===== src/rtl/pipeline_ctrl_pkg.sv =====
// Shared encodings for the pipeline controller: FSM states, trap cause codes
// and the default trap vector.
package pipeline_ctrl_pkg;

    typedef enum logic [2:0] {
        StRun          = 3'd0,
        StTrapFlush    = 3'd1,
        StTrapRedirect = 3'd2,
        StHalt         = 3'd3
    } state_t;

    typedef enum logic [1:0] {
        CauseNone = 2'd0,
        CauseOvf  = 2'd1,
        CauseExt  = 2'd2
    } cause_t;

    localparam logic [31:0] DefaultTrapVector = 32'd2000;

endpackage


===== src/rtl/pipeline_ctrl_hazard_detect.sv =====
// Combinational load-use detector: EX load whose non-zero destination feeds
// a source register actually read by the ID instruction.
module hazard_detect (
    input  logic       mem_read_ex,
    input  logic       reg_we_ex,
    input  logic [4:0] reg_write_addr_ex,
    input  logic [4:0] rs_addr_id,
    input  logic [4:0] rt_addr_id,
    input  logic       uses_rs_id,
    input  logic       uses_rt_id,
    output logic       load_use
);

    logic rs_hit;
    logic rt_hit;

    assign rs_hit = uses_rs_id && (rs_addr_id == reg_write_addr_ex);
    assign rt_hit = uses_rt_id && (rt_addr_id == reg_write_addr_ex);

    assign load_use = mem_read_ex && reg_we_ex && (reg_write_addr_ex != 5'd0)
                      && (rs_hit || rt_hit);

endmodule


===== src/rtl/pipeline_ctrl.sv =====
// Pipeline control FSM: load-use stalls, two-cycle trap flush/redirect, EPC/cause
// capture and a saturating stall counter. Define PIPE_CTRL_STEP_EN for debug halt/step.
module pipeline_ctrl
    import pipeline_ctrl_pkg::*;
#(
    parameter logic [31:0] TRAP_VECTOR = DefaultTrapVector,
    parameter int unsigned CNT_W       = 16
) (
    input  logic             clk,
    input  logic             rst,
    input  logic             en,
    input  logic             trap_req,
    input  logic             alu_overflow,
    input  logic             mem_read_ex,
    input  logic             reg_we_ex,
    input  logic [4:0]       reg_write_addr_ex,
    input  logic [4:0]       rs_addr_id,
    input  logic [4:0]       rt_addr_id,
    input  logic             uses_rs_id,
    input  logic             uses_rt_id,
    input  logic [31:0]      pc_id,
    input  logic [31:0]      pc_ex,
    input  logic             halt_req,
    input  logic             step_req,
    output logic             en_if,
    output logic             en_id,
    output logic             flush_id,
    output logic             flush_ex,
    output logic             redirect_valid,
    output logic [31:0]      redirect_pc,
    output logic [31:0]      epc,
    output logic [1:0]       cause,
    output logic [2:0]       state,
    output logic [CNT_W-1:0] stall_count
);

    state_t           state_q;
    logic [31:0]      epc_q;
    logic [1:0]       cause_q;
    logic [CNT_W-1:0] stall_q;

    logic load_use;
    logic trap;
    logic run_cycle;

    hazard_detect u_hazard_detect (
        .mem_read_ex       (mem_read_ex),
        .reg_we_ex         (reg_we_ex),
        .reg_write_addr_ex (reg_write_addr_ex),
        .rs_addr_id        (rs_addr_id),
        .rt_addr_id        (rt_addr_id),
        .uses_rs_id        (uses_rs_id),
        .uses_rt_id        (uses_rt_id),
        .load_use          (load_use)
    );

    assign trap = trap_req || alu_overflow;

    // A step pulse while halted behaves exactly like one RUN cycle.
`ifdef PIPE_CTRL_STEP_EN
    assign run_cycle = (state_q == StRun) ||
                       ((state_q == StHalt) && halt_req && step_req);
`else
    assign run_cycle = (state_q == StRun);
    logic unused_dbg;
    assign unused_dbg = halt_req ^ step_req;
`endif

    always_comb begin
        en_if          = 1'b0;
        en_id          = 1'b0;
        flush_id       = 1'b0;
        flush_ex       = 1'b0;
        redirect_valid = 1'b0;
        if (rst) begin
            flush_id = 1'b1;
            flush_ex = 1'b1;
        end else if (en) begin
            if (run_cycle) begin
                if (!trap && load_use) begin
                    flush_id = 1'b1;
                end else begin
                    en_if = 1'b1;
                    en_id = 1'b1;
                end
            end else begin
                case (state_q)
                    StTrapFlush: begin
                        flush_id = 1'b1;
                        flush_ex = 1'b1;
                    end
                    StTrapRedirect: begin
                        redirect_valid = 1'b1;
                        en_if          = 1'b1;
                        flush_id       = 1'b1;
                    end
                    StHalt:  flush_id = 1'b1;
                    default: ;
                endcase
            end
        end
    end

    always_ff @(posedge clk) begin
        if (rst) begin
            state_q <= StRun;
            epc_q   <= 32'd0;
            cause_q <= CauseNone;
            stall_q <= '0;
        end else if (en) begin
            if (run_cycle) begin
                if (trap) begin
                    state_q <= StTrapFlush;
                    if (alu_overflow) begin
                        epc_q   <= pc_ex;
                        cause_q <= CauseOvf;
                    end else begin
                        epc_q   <= pc_id;
                        cause_q <= CauseExt;
                    end
                end else begin
                    if (load_use && (stall_q != {CNT_W{1'b1}})) begin
                        stall_q <= stall_q + CNT_W'(1);
                    end
`ifdef PIPE_CTRL_STEP_EN
                    state_q <= halt_req ? StHalt : StRun;
`else
                    state_q <= StRun;
`endif
                end
            end else begin
                case (state_q)
                    StTrapFlush:    state_q <= StTrapRedirect;
                    StTrapRedirect: state_q <= StRun;
                    StHalt:         if (!halt_req) state_q <= StRun;
                    default:        state_q <= StRun;
                endcase
            end
        end
    end

    assign redirect_pc = TRAP_VECTOR;
    assign epc         = epc_q;
    assign cause       = cause_q;
    assign state       = state_q;
    assign stall_count = stall_q;

endmodule


===== config.mk =====
export PLATFORM = sky130hd
export DESIGN_NAME = pipeline_ctrl
export DESIGN_NICKNAME = d
export VERILOG_FILES = /design/src/rtl/pipeline_ctrl_pkg.sv /design/src/rtl/pipeline_ctrl_hazard_detect.sv /design/src/rtl/pipeline_ctrl.sv
export SDC_FILE = /design/constraint.sdc
export NUM_CORES = 1
export LEC_CHECK = 0
export ABC_AREA = 1
export BUFFER_PORTS_ARGS = -buffer_cell sky130_fd_sc_hd__buf_2
export CORE_AREA = 2 2 90 92
export CTS_BUF_LIST = sky130_fd_sc_hd__clkbuf_2
export DETAILED_ROUTE_END_ITERATION = 12
export DIE_AREA = 0 0 92 94
export PLACE_DENSITY = 0.79
export SLEW_MARGIN = 40
export SYNTH_ARGS = -nofsm -noshare
export SYNTH_HDL_FRONTEND = slang
export SYNTH_SLANG_ARGS = --single-unit

===== constraint.sdc =====
create_clock -name clk -period 2.15 [get_ports clk]
set_clock_uncertainty 0.15 [all_clocks]
set_input_delay 0.215 -clock clk [delete_from_list [all_inputs] [get_ports clk]]
set_output_delay 0.215 -clock clk [all_outputs]
set_load 0.05 [all_outputs]

* Word-level counts from Yosys, hierarchy flattened
Cells that the tools add are included.
Word-level totals: input bits 90, register bits after elaboration 53, output and inout port bits 90
Cells by class: equal/unequal tests 7, $add $sub $neg 1, reductions and logical operators 16, bitwise operators 1, mux-type cells 26
Operator list (number):
- 2-to-1 mux 32 bit | 1
- 2-to-1 mux 1 bit | 21
- adder 16 x 1 -> 16 bit, second input constant | 1
- != test 16 bit, second input constant | 1
- equality test 5 bit | 2
- logical AND 1 bit | 7
- equality test 3 x 2 -> 1 bit, second input constant | 2
- 2-to-1 mux 3 bit | 2
- one-hot mux 3 bit (2 select lines) | 1
- nonzero test 5 bit | 1
- AND reduction 4 bit | 1
- equality test 3 x 1 -> 1 bit, second input constant | 1
- zero test 3 bit | 1
- != test 3 bit, second input constant | 1
- AND reduction 3 bit | 1
- OR reduction 3 bit | 1
- logical OR 1 bit | 2
- 2-to-1 mux 2 bit | 1
- AND reduction 2 bit | 1
- zero test 1 bit | 1
- NOT 1 bit | 1

* Logic depth before layout (Yosys ltp)
Gate-level depths: netlist of the first run.
depth in word-level cells 9, gate-level depth with buffers 12, gate-level depth less buffers 11

* Hierarchy
Synthesis of the first run repeated with hierarchy kept, for this count alone.
Unflattened totals: cells, all modules 483, area, all modules 3047.9 um^2
Modules (own cells, without submodules):
- pipeline_ctrl | cells each 428, area an instance 2830.2 um^2, instances 1
- hazard_detect | cells each 55, area an instance 217.7 um^2, instances 1

* Worst setup path before layout of the first run
OpenSTA, ideal clock, no wires.
path type reg-to-output, start reg state_q[0], in the netlist state[0], end out en_id, data required time 1.785 ns, cell stages (with the launch flop) 4, data arrival time 1.886 ns, setup slack -0.101 ns, cell sequence dfxtp_1 nor3_1 inv_1 nor3_1
Between the ends: longest elaborated chain between the ends 4
RTL lines:
- start, declared | RTL line pipeline_ctrl.sv:37 | state_t state_q;
- start signal, assigned | RTL line pipeline_ctrl.sv:106 | state_q <= StRun;
- start signal, assigned | RTL line pipeline_ctrl.sv:113 | state_q <= StTrapFlush;
- start signal, assigned | RTL line pipeline_ctrl.sv:128 | state_q <= StRun;
- zero test 3 bit | RTL line pipeline_ctrl.sv:64 | assign run_cycle = (state_q == StRun);
- 2-to-1 mux 1 bit | RTL line pipeline_ctrl.sv:79 | if (run_cycle) begin
- 2-to-1 mux 1 bit | RTL line pipeline_ctrl.sv:78 | end else if (en) begin
- 2-to-1 mux 1 bit | RTL line pipeline_ctrl.sv:75 | if (rst) begin
- end, declared | RTL line pipeline_ctrl.sv:26 | output logic en_id,
No other way between the ends.

* Worst setup path in the final report of the first run
start in en, end out flush_ex
Between the ends: longest elaborated chain between the ends 2
RTL lines:
- start, declared | RTL line pipeline_ctrl.sv:11 | input logic en,
- 2-to-1 mux 1 bit | RTL line pipeline_ctrl.sv:78
- 2-to-1 mux 1 bit | RTL line pipeline_ctrl.sv:75
- end, declared | RTL line pipeline_ctrl.sv:28 | output logic flush_ex,
No other way between the ends.

==> results of run 1 <==
==> power breakdown <==
part | switching, mW | total, mW | internal, mW | leakage [nW]
sequential | 0.0285 | 1.04 | 1.01 | 0.424
clock | 0.318 | 0.513 | 0.196 | 0.0406
combinational | 0.527 | 0.773 | 0.245 | 1.83
==> flip-flops by register name, indices dropped and copies added (netlist names) <==
register,flops
state,2
stall_count,16
epc,32
cause,2
==> path summary, 6_finish.rpt <==
path                                      end  slack (ns)  cells past startpoint
hold reg to reg           epc[3]$_SDFFE_PP0P_        0.36                      2
setup / recovery                     flush_ex        0.15                      6
hold / removal    stall_count[0]$_SDFFE_PP0P_        0.09                      6
setup reg to reg        state[0]$_SDFFE_PP0P_        0.16                      7
==> tightest hold or removal path, stage by stage <==
cell	delay (ns)
buf_2	0.08
nor2_2	0.05
inv_2	0.10
nor2_8	0.06
a21oi_2	0.12
nor2_1	0.05
==> metrics by stage <==
step / std cells / instance area (um^2) / setup WS, ns / utilization / hold WS (ns)
6_report: 764 / 4450 / 0.151 / 0.585 / 0.0922
5_1_grt: 764 / 4450 / 0.000627 / 0.585 / 0.0712
4_1_cts: 764 / 4430 / 0.0934 / 0.583 / 0.0537
3_5_place_dp: 687 / 3670 / 0.231 / 0.483 / 0.328
3_3_place_gp: 687 / 3670 / 0.278 / 0.483 / 0.323
2_1_floorplan: 484 / 3110 / 0.0756 / - / 0.222
==> logic make-up after synthesis <==
logic type	synth area share
AOI/OAI and AO/OA	0.104
xor gates and xnor gates	0.0117
adders and majority gates	0.00418
buffers and inverters	0.168
DFF	0.348
other	0.00251
and+or+nand+nor	0.362
==> routing by layer <==
| layer | share of wire | GRT usage | wire (um) |
|---|---|---|---|
| met1 | 0.39 | 0.250 | 3750 |
| met2 | 0.48 | 0.376 | 4540 |
| met3 | 0.11 | 0.0506 | 1060 |
| met4 | 0.020 | 0.0697 | 194 |
| met5 | 0 | 0 | 0 |
==> layout by cell type (no fill, tap or decap), types with 8 or more instances in the layout <==
cell type / netlist / routed
nand2_1: 167 / 167
buf_2: 3 / 143
dlygate4sd3_1: 0 / 69
dfxtp_1: 52 / 51
nor2_1: 44 / 44
inv_1: 33 / 33
conb_1: 2 / 33
a31oi_1: 32 / 32
nand3_1: 17 / 17
inv_2: 11 / 11
a21oi_2: 8 / 8
==> what timing repair did <==
item                       CTS  global route
gates resized for setup      0             6
hold buffers                69             0
hold endpoints to repair    35             0
setup endpoints to repair    0             3
==> area by class of cell <==
type,count,share of cell area
multi-input cells,339,0.354
repair buffers,218,0.330
flip-flops and latches,52,0.234
inverters,45,0.0380
well taps,102,0.0287
clock inverters,3,0.00956
clock buffers,5,0.00562
==> qor.yml, run 1 <==
outcome: "finished, final reports clean"
fin_crit_sh: 0.930
final_layout_size_suffix_gt1_frac: 0.289
leakage_nw: 2.29
maxCapViolCount: 0
cp_max_fo: 4
via_per_inst: 4.70
path_delay_family: "buffers and inverters"
cts-buffers-inserted: 5
r2r-start: "state[1]$_SDFFE_PP0P_"
insertion_delay_ns: 0.42
yosysSeqAreaShare: 0.348
clock.fmax_ghz: 0.500
slowest_delay_ns: 0.54
root_buffer: "clkbuf_2"
grt_max_degree: 34
rsz0062_at_grt: "false"
dieArea_mm2: 0.00865
register_area_mm2: 0.00104
syn_area_per_cell_um2: 6.61
drv_slew: 0
antenna_found_initial: 0
tightestPinTransition_ns: 0.549
start_util: 0.393
dr.pass1.iters: 4
gp_congestion: 0.809
dp_hpwl_mm: 5.89
startpoint: "en"
crit_top_cell: "buf_2"
clock-sinks: 52
synth.area.top_cells: "dfxtp_1 35%, nand2_1 21%, buf_4 9.0%"
synth.most_common_cell: "nand2_1"
vdd_drop_max_mv: 0.380
final_nets: 752
criticalPathCategory: "primary input to primary output"
end_kind: "primary output"
p_per_area_mw_per_mm2: 523
wirelength_mm: 9.54
drc: 0
synth_cells: 453
portBuffers: 145
grt_usage: 0.212
die_x_um: 92
worstSetupStartpointType: "primary input"
setup_violations: 0
cp.required_ns: 1.78
core_mm2: 0.00761
final_antenna_net_count: 0
hold_viol: 0
path_clk_slew_ns: 0.27
yosys_warnings: 0
synth_top_area_cell: "dfxtp_1"
wl_per_cell_um: 12.5
fillCellCount: 634
rows: 32
hp-class: "primary input to flop"
synth_edf_count: 0
first_iter_violations: 125
totalPowerFinal_mw: 2.33
synth_area_mm2: 0.00299
grt_pass1_wl_mm: 15.1
synth_ff_type: "dfxtp_1"
slowest_stage: "dlygate4sd3_1"
hold_path.startpoint: "trap_req"
arrival_ns: 1.63
grt_pass1_vias: 3428
htree_levels: 2
die_y_um: 94
cts_buffer_depth: 2
min_period_ns: 2.00
synth_async_sr_flop_share: 0
postCtsSetupRepairBufs: 0
cts_tree: "built"
antenna_cells: 0
yosys.area.top_type_share: 0.348
crit_buf_inv: 4
ys_seq_elements: 52
area_delta_synth_final_pct: 48.7
io_pins: 180
vias: 3590
yosysUniqueCellTypes: 30
crit_chain: "dlygate4sd3_1, buf_2, inv_2, nor3_1, or2_2, buf_2"
multi_input_area_mm2: 0.00158
setup_tns_ns: 0
synthTopCellsByCount: "167 x nand2_1, 52 x dfxtp_1, 44 x nor2_1"
overflow: 0
slew_headroom: 0.633
No activity file was read; power rests on OpenSTA's default activity.
==> run 2, diff against run 1 <==
- CORE_AREA: 2 2 90 92 -> 2 2 91 93
- DIE_AREA: 0 0 92 94 -> 0 0 93 95
- SYNTH_HIERARCHICAL: unset -> 1
==> run 2 against run 1 <==
Total power shrank 7.2%. Clock-buffer cell count did not move. Die area is 2.2% higher. Register-to-register slack better by 0.17 ns. First-iteration DRC count grew 26%. Global-route usage rose by 0.24 points. Critical path depth shrank 1. Worst hold slack worse by 0.050 ns. Largest power group unchanged. Highest routed layer unchanged.
==> qor.yml, run 2 <==
yosysUniqueCellTypes: 25  # -17%
cts_buffer_depth: 2  # unchanged
area_delta_synth_final_pct: 44.3
path_clk_slew_ns: 0.25  # -0.02 ns
synth_ff_type: "dfxtp_1"
synth.most_common_cell: "nand2_1"
min_period_ns: 1.97  # -0.0320 ns
antenna_cells: 0  # unchanged
drv_slew: 0  # unchanged
synth_top_area_cell: "dfxtp_1"
grt_pass1_wl_mm: 15.4  # +2.1%
postLayoutCoreUtil: 0.555  # -0.0301
cts_tree: "built"
worst_r2r_path_depth: 9  # +2
portBuffers: 145  # unchanged
final_cell_mix: "179 x nand2_1, 145 x buf_2, 67 x dlygate4sd3_1, 50 x dfxtp_1, 49 x nor2_1"
yosys_warnings: 6  # +6
synth_area_mm2: 0.00305  # +1.8%
ff2ff_setup_slack_ns: 0.33  # +0.17 ns
synth_cells: 483  # +6.6%
cts-buffers-inserted: 5  # unchanged
hold_path.startpoint: "en"
cp.required_ns: 1.78  # about the same
dieArea_mm2: 0.00884  # +2.2%
synthTopCellsByCount: "179 x nand2_1, 52 x dfxtp_1, 49 x nor2_1"
worstSetupStartpointType: "flop"
mostFrequentLayoutCell: "nand2_1"
synth_async_sr_flop_share: 0  # unchanged
rows: 33  # +3.1%
vias: 3734  # +4.0%
hold_viol: 0  # unchanged
final_nets: 778  # +3.5%
overflow: 0  # unchanged
insertion_delay_ns: 0.40  # -0.02 ns
slew_headroom: 0.637  # +0.00338
postCtsSetupRepairBufs: 0  # unchanged
antenna_found_initial: 0  # unchanged
setup_violations: 0  # unchanged
synth.area.top_cells: "dfxtp_1 34%, nand2_1 22%, buf_4 9.1%"
io_pins: 180  # unchanged
vdd_drop_max_mv: 0.309  # -19%
cp_max_fo: 6  # +2
p_per_area_mw_per_mm2: 491  # -6.2%
clock.fmax_ghz: 0.508  # +1.6%
yosys.area.top_type_share: 0.342  # -0.00628
rsz0062_at_grt: "false"
tightestPinTransition_ns: 0.544  # -0.00506 ns
start_util: 0.384  # -0.00895
final_antenna_net_count: 0  # unchanged
grt_max_degree: 34  # unchanged
r2r-end: "stall_count[11]$_SDFFE_PP0P_"
grt_usage: 0.214  # +0.00237
first_iter_violations: 157  # +26%
ys_seq_elements: 52  # unchanged
wl_per_cell_um: 12.3  # -1.3%
maxCapViolCount: 0  # unchanged
criticalPathCategory: "flop to primary output"
end_kind: "primary output"
setup_tns_ns: 0  # unchanged
synth_edf_count: 0  # unchanged
drc: 0  # unchanged
min_to: "cause[1]$_SDFFE_PP0P_"
wirelength_mm: 9.76  # +2.4%
root_buffer: "clkbuf_2"
fin_crit_sh: 0.915  # -0.0149
via_per_inst: 4.71  # +0.33%
die_y_um: 95  # +1.1%
grt_pass1_vias: 3470  # +1.2%
largest_reg_flops: 32  # unchanged
arrival_ns: 1.60  # -0.03 ns
yosysSeqAreaShare: 0.342  # -0.00628
outcome: "finished, final reports clean"
gp_congestion: 0.894  # +10%
hp-class: "primary input to flop"
clock-sinks: 52  # unchanged
htree_levels: 2  # unchanged
core_mm2: 0.00793  # +4.2%
r2r-start: "stall_count[1]$_SDFFE_PP0P_"
dr.pass1.iters: 5  # +1
leakage_nw: 2.17  # -5.2%
dp_hpwl_mm: 6.03  # +2.5%
final_layout_size_suffix_gt1_frac: 0.250  # -0.0382
syn_area_per_cell_um2: 6.31  # -4.5%
die_x_um: 93  # +1.1%
hold_path_depth: 3  # -3
[run 2: cell types whose count changed after synthesis, moves of 3 or more]
cell,before,now
a21oi_1,4,12
a21oi_2,8,0
buf_6,0,5
clkbuf_1,7,3
inv_1,33,45
inv_2,11,5
nand2_1,167,179
nand3_1,17,33
nor2_1,44,49
o21ai_0,4,1
xor2_1,4,0
[run 2: timing repair]
item	4_1_cts	5_1_grt
setup endpoints to repair	0	2
hold endpoints to repair	34	0
gates resized for setup	0	3
hold buffers	67	0
[run 2: how the worst max path moves through the flow]
stage,from,endpoint,slack [ns],cells past startpoint
final,state[1]$_SDFFE_PP0P_,flush_ex,0.18,5
after detailed placement,reg_write_addr_ex[0],flush_id,0.15,12
after CTS,state[1]$_SDFFE_PP0P_,flush_ex,0.03,5
after global routing,state[1]$_SDFFE_PP0P_,flush_ex,0.02,5
after floorplan,state[1]$_SDFFE_PP0P_,en_if,0.10,3
after global placement,reg_write_addr_ex[0],flush_id,0.21,12
[run 2: report_power, final]
group	switching [mW]	internal, mW
logic	0.512	0.235
registers	0.0278	1.01
clock network	0.298	0.0732
total	0.838	1.32
[run 2: area by class of cell]
class	count	area, um^2
multi-input cells	359	1560
clock buffers	5	25.0
fillers	737	3530
well taps	105	131
repair buffers	217	1430
clock inverters	2	12.5
inverters	52	195
flip-flops and latches	52	1040
[run 2: worst max-delay path, cell delays in order (launching register included)]
cell and delay (ns):
dfxtp_2 0.45, nand3_1 0.09, nand2_1 0.11, nor3_1 0.06, or2_2 0.27, buf_2 0.21
[run 2: stage by stage]
step / power [mW] / hold slack [ns] / setup WS (ns) / instance area, um^2 / std cells
after floorplan: 1.58 / 0.222 / 0.104 / 3160 / 514
after global placement: 1.69 / 0.299 / 0.214 / 3690 / 718
after detailed placement: 1.70 / 0.307 / 0.154 / 3690 / 718
after CTS: 2.16 / 0.00454 / 0.0297 / 4400 / 792
after global routing: 2.27 / 0.0170 / 0.0218 / 4400 / 792
final: 2.16 / 0.0419 / 0.183 / 4400 / 792
[run 2: cell families (layout without fill, tap and decap cells)]
kind of cell             Yosys count  in the layout  synth area share
AND/OR/NAND/NOR                  279            279             0.376
adder cells (fa/ha/maj)            1              1           0.00410
AO/OA/AOI/OAI                     46             46            0.0895
other                              2             33           0.00246
flip-flops                        52             52             0.342
buffers and inverters            103            276             0.186
[run 2: layer usage]
layer | GRT usage | share of wire | vias up
li1 | - | - | 1854
met1 | 0.242 | 0.38 | 1645
met2 | 0.390 | 0.51 | 198
met3 | 0.0463 | 0.073 | 37
met4 | 0.0870 | 0.036 | 0
met5 | 0 | 0 | -
